File: src/rtl/ror_seq_pkg.sv
// Shared definitions for the sequential rotate controller: FSM state
// encoding, default datapath width and the matching rotate-count width.
package ror_seq_pkg;

    localparam int DEFAULT_WIDTH = 16;
    localparam int CNT_W         = $clog2(DEFAULT_WIDTH);

    typedef enum logic [1:0] {
        IDLE = 2'd0,
        RUN  = 2'd1,
        DONE = 2'd2
    } state_t;

endpackage : ror_seq_pkg

File: src/rtl/ror_seq_ctrl_ror_step.sv
// One-bit rotate stage. dir=0 rotates right (bit 0 leaves and wraps to the
// MSB); dir=1 rotates left (MSB leaves and wraps to bit 0). out_bit is the
// bit that wrapped around.
module ror_step #(
    parameter int WIDTH = 16
) (
    input  logic [WIDTH-1:0] value,
    input  logic             dir,
    output logic [WIDTH-1:0] rotated,
    output logic             out_bit
);

    // Select right or left single-bit rotation.
    always_comb begin
        rotated = value;
        out_bit = 1'b0;
        if (dir) begin
            rotated = {value[WIDTH-2:0], value[WIDTH-1]};
            out_bit = value[WIDTH-1];
        end else begin
            rotated = {value[0], value[WIDTH-1:1]};
            out_bit = value[0];
        end
    end

endmodule : ror_step

File: src/rtl/ror_seq_ctrl.sv
// Sequential rotate controller: latches an operand and amount on start,
// rotates one bit per clock, pulses done for one cycle on completion.
// Optional feature macro: ROR_SEQ_DIR_EN adds a 'dir' input (latched on
// start) selecting left rotation; without it the block rotates right only.
module ror_seq_ctrl
    import ror_seq_pkg::*;
#(
    parameter int WIDTH = DEFAULT_WIDTH
) (
    input  logic             clk,
    input  logic             reset,
    input  logic             start,
    input  logic [WIDTH-1:0] A,
    input  logic [WIDTH-1:0] B,
`ifdef ROR_SEQ_DIR_EN
    input  logic             dir,
`endif
    input  logic             abort,
    output logic             busy,
    output logic             done,
    output logic [WIDTH-1:0] result,
    output logic             carry
);

    // Count width follows the actual WIDTH parameter, not just the default.
    localparam int LCNT_W = (WIDTH > 1) ? $clog2(WIDTH) : 1;
    localparam logic [LCNT_W-1:0] CNT_ZERO = LCNT_W'(0);
    localparam logic [LCNT_W-1:0] CNT_ONE  = LCNT_W'(1);

    state_t            r_state;
    state_t            w_state_next;
    logic [LCNT_W-1:0] r_count;
    logic [WIDTH-1:0]  r_result;
    logic              r_carry;
    logic [LCNT_W-1:0] w_amount;
    logic [WIDTH-1:0]  w_rotated;
    logic              w_out_bit;
    logic              w_dir;
    logic              w_unused_b;

    // Only the low bits of B form the rotate amount.
    assign w_amount   = B[LCNT_W-1:0];
    assign w_unused_b = ^B[WIDTH-1:LCNT_W];

`ifdef ROR_SEQ_DIR_EN
    logic r_dir;

    // Capture the rotate direction with each accepted start.
    always_ff @(posedge clk) begin
        if (reset) begin
            r_dir <= 1'b0;
        end else if ((r_state == IDLE) && start) begin
            r_dir <= dir;
        end else begin
            r_dir <= r_dir;
        end
    end

    assign w_dir = r_dir;
`else
    assign w_dir = 1'b0;
`endif

    ror_step #(
        .WIDTH (WIDTH)
    ) u_step (
        .value   (r_result),
        .dir     (w_dir),
        .rotated (w_rotated),
        .out_bit (w_out_bit)
    );

    // FSM state register; reset wins over every other input.
    always_ff @(posedge clk) begin
        if (reset) begin
            r_state <= IDLE;
        end else begin
            r_state <= w_state_next;
        end
    end

    // FSM next-state logic: start only in IDLE, abort only in RUN.
    always_comb begin
        w_state_next = r_state;
        case (r_state)
            IDLE: begin
                if (start) begin
                    w_state_next = (w_amount != CNT_ZERO) ? RUN : DONE;
                end else begin
                    w_state_next = IDLE;
                end
            end
            RUN: begin
                if (abort) begin
                    w_state_next = IDLE;
                end else if (r_count == CNT_ONE) begin
                    w_state_next = DONE;
                end else begin
                    w_state_next = RUN;
                end
            end
            DONE: begin
                w_state_next = IDLE;
            end
            default: begin
                w_state_next = IDLE;
            end
        endcase
    end

    // FSM outputs decoded from the registered state.
    always_comb begin
        busy = 1'b0;
        done = 1'b0;
        case (r_state)
            IDLE: begin
                busy = 1'b0;
                done = 1'b0;
            end
            RUN: begin
                busy = 1'b1;
                done = 1'b0;
            end
            DONE: begin
                busy = 1'b1;
                done = 1'b1;
            end
            default: begin
                busy = 1'b0;
                done = 1'b0;
            end
        endcase
    end

    // Datapath: latch on start, one rotate per RUN edge, freeze on abort.
    always_ff @(posedge clk) begin
        if (reset) begin
            r_count  <= CNT_ZERO;
            r_result <= {WIDTH{1'b0}};
            r_carry  <= 1'b0;
        end else begin
            case (r_state)
                IDLE: begin
                    if (start) begin
                        r_count  <= w_amount;
                        r_result <= A;
                        r_carry  <= 1'b0;
                    end else begin
                        r_count  <= r_count;
                        r_result <= r_result;
                        r_carry  <= r_carry;
                    end
                end
                RUN: begin
                    if (abort) begin
                        r_count  <= r_count;
                        r_result <= r_result;
                        r_carry  <= r_carry;
                    end else begin
                        r_count  <= r_count - CNT_ONE;
                        r_result <= w_rotated;
                        r_carry  <= w_out_bit;
                    end
                end
                default: begin
                    r_count  <= r_count;
                    r_result <= r_result;
                    r_carry  <= r_carry;
                end
            endcase
        end
    end

    assign result = r_result;
    assign carry  = r_carry;

endmodule : ror_seq_ctrl

File: config.mk
export PLATFORM = sky130hd
export DESIGN_NAME = ror_seq_ctrl
export DESIGN_NICKNAME = d
export VERILOG_FILES = /design/src/rtl/ror_seq_pkg.sv /design/src/rtl/ror_seq_ctrl_ror_step.sv /design/src/rtl/ror_seq_ctrl.sv
export SDC_FILE = /design/constraint.sdc
export NUM_CORES = 1
export LEC_CHECK = 0
export CORE_MARGIN = 1
export CORE_UTILIZATION = 38
export CTS_CLUSTER_DIAMETER = 30
export DETAILED_ROUTE_END_ITERATION = 8
export PLACE_DENSITY = 0.76
export SLEW_MARGIN = 15
export SYNTH_ARGS = -nofsm -noshare
export SYNTH_HDL_FRONTEND = slang
export SYNTH_SLANG_ARGS = --single-unit
File: constraint.sdc
create_clock -name clk -period 1.55 [get_ports clk]
set_clock_uncertainty 0.15 [all_clocks]
set_input_delay 0.155 -clock clk [delete_from_list [all_inputs] [get_ports clk]]
set_output_delay 0.155 -clock clk [all_outputs]
set_load 0.02 [all_outputs]
==> reports/results.txt, run 1 <==
Synthesized flop and latch total: 23
Synth top area share: 36.2%
DR pass1 iterations: 4
Nets: 232
Setup TNS: -0.964 ns
Vias: 1264
CTS Sinks: 23
Diodes inserted: 0
Port Buffers: 42
Synth Instances: 132
Area leader, netlist: dfxtp_1
Placed Area: 0.00187 mm^2
Vias per inst: 5.40
Global Route Usage Sum: 19.8%
# setup viols final: 17
Synth Net Count: 173
DRC Markers: 0
Worst Path Max Fanout: 15
Layout cell share with drive strength beyond 1: 34.7%
Worst skew pair latency: 0.31 ns
Routability Congestion: 0.860
Worst vdd ir: 0.427 mV
Avg Cell Area, Syn: 9.63 um^2
Main flop type after synthesis: dfxtp_1
Die width: 59.8 um
CTS tree: built
Clk root buf: clkbuf_4
Pleak: 0.812 nW
Core area: 0.00310 mm^2
WP data arrival: 1.73 ns
Number of flops mapped to enable cells by yosys: 0
Area Growth Syn to Fin: 59.0%
Kind of end point of the critical path: flop
Seq/Total Area, Yosys: 36.2%
Die H: 59.8 um
Cell Area, Synth: 0.00127 mm^2
Total power draw: 0.00161 W
Detail Placement HPWL: 2330 um
DRT iter0 DRCs: 63
Final WL: 3510 um
Worst min path class: in2reg
Final core occ: 65.1%
Largest net degree at the start of global routing: 22
Wire per inst: 15.0 um
ANT nets after route: 0
Clk slew on worst S/H paths: 0.14 ns
Final Cell Area: 0.00202 mm^2
CTS max path bufs: 2
Clock buffer count from CTS: 3
Ratio of final minimum period to clock period: 106%
Slew Viols, Final: 0
Pwr/cell area: 798 mW/mm^2
# hold bufs at CTS: 0
First-pass GRT wire length: 5420 um
CTS H-tree lvls: 1
Failing checks: setup timing
Kind of critical path: reg2reg
Total number of yosys warnings: 0
RSZ-0062 raised after global routing: yes
Rel. slew slack: 78.3%
Largest cells by area after synthesis: dfxtp_1, mux2i_1, a211oi_1
CP Launch Type: flop
Slew @ Worst Pin: 0.325 ns
Fin. Hold Viols: 0
Ports: 55
Vias in the first global route: 1212
Crit path required time: 1.64 ns
Achievable clock frequency: 610 MHz
Fin worst setup slack: -0.0887 ns
GR Overflow Total: 0
Async SR Flop Fraction: 0%
Crit path time final: 1.64 ns
Initial antenna violation count: 0
Status: complete, but fails checks
Initial Utilization: 41.0%
Full die area: 0.00358 mm^2
Cell row count: 20
Synth cell types: 39
Max-cap viol count: 0
-- synth_stat cells (3+ instances only) --
library cell   n
dfxtp_1       23
a21oi_1       16
mux2i_1       15
a211oi_1      14
inv_1          7
ha_1           5
buf_6          4
nand2_1        4
a31oi_1        3
buf_2          3
nand3_1        3
o21ai_0        3
-- worst paths after layout --
path,start,endpoint,slack (ns),cells after the start
worst min register to register,carry,carry,0.36,2
worst max-delay path,r_state[1],result[7],-0.09,6
worst max register to register,r_state[1],result[7],-0.09,6
worst min-delay path,A[4],result[4],0.32,3
-- where the power goes --
group / internal, W / switching (W)
Clock: 0.0000962 / 0.000188
Sequential: 0.000652 / 0.0000522
Combinational: 0.000314 / 0.000310
-- timing repair --
item                                    in CTS  in global routing
endpoints found under the setup margin      40                 24
endpoints found under the hold margin        0                  0
pin swaps                                    4                  5
resized for setup                           39                  9
setup buffers                                4                  3
-- state kept, by name, indices dropped and copies added, names as in the netlist --
name,cells
carry,1
r_count,4
r_state,2
result,16
-- metal layers --
layer	GRT usage (%)	wire length (um)	up-vias
met5	0	0	-
met4	6.31	80	0
li1	-	-	614
met2	36.0	1780	38
met3	2.38	132	8
met1	24.1	1510	604
-- layout make-up --
class / instances / area [um^2]
fillers: 283 / 1080
repair buffers: 65 / 617
well taps: 44 / 55.1
clock buffers: 3 / 22.5
flip-flops and latches: 23 / 464
clock inverters: 1 / 5.00
inverters: 7 / 32.5
multi-input cells: 91 / 825
-- kinds of logic (layout without fill, tap and decap cells) --
| kind of cell | after synthesis | in the layout | synth area share, % |
|---|---|---|---|
| AND/OR/NAND/NOR | 21 | 21 | 9.74 |
| buffers and inverters | 18 | 76 | 8.56 |
| adder cells (fa/ha/maj) | 5 | 5 | 4.92 |
| AO/OA/AOI/OAI | 48 | 48 | 25.8 |
| multiplexers | 17 | 17 | 14.8 |
| flip-flops | 23 | 23 | 36.2 |
-- worst max-delay path, stage by stage, from the launching register on --
cell and delay [ns]:
dfxtp_2 0.36, inv_4 0.07, ha_4 0.18, mux2i_4 0.35, nor2_4 0.08, buf_12 0.16
a211oi_2 0.20
-- cells in the final DEF, fill, tap and decap left out, drive strengths merged, types with 2 or more instances in the layout --
| cell type | instances |
|---|---|
| a211oi | 15 |
| a21oi | 16 |
| a31oi | 3 |
| and2 | 2 |
| buf | 24 |
| clkbuf | 4 |
| clkdlybuf4s50 | 23 |
| dfxtp | 23 |
| dlygate4sd2 | 17 |
| ha | 5 |
| inv | 6 |
| mux2i | 16 |
| nand2 | 4 |
| nand3 | 3 |
| nand4 | 2 |
| nor2 | 3 |
| nor2b | 2 |
| o21ai | 3 |
-- through the flow --
stage | hold WS (ns) | worst slack [ns] | instances
CTS | 0.324 | -0.0587 | 231
floorplan | 0.107 | -0.0632 | 132
finish | 0.321 | -0.0887 | 234
global placement | 0.338 | -0.162 | 223
detailed placement | 0.350 | -0.209 | 223
global route | 0.316 | -0.127 | 234
Power figures use the tool's default switching activity.
==> run 2: changes to the inputs <==
Settings changed: ABC_CLOCK_PERIOD_IN_PS set to 1550.
==> results of run 2 <==
Same layout as run 1: the final DEF is identical, and so are final timing and power.
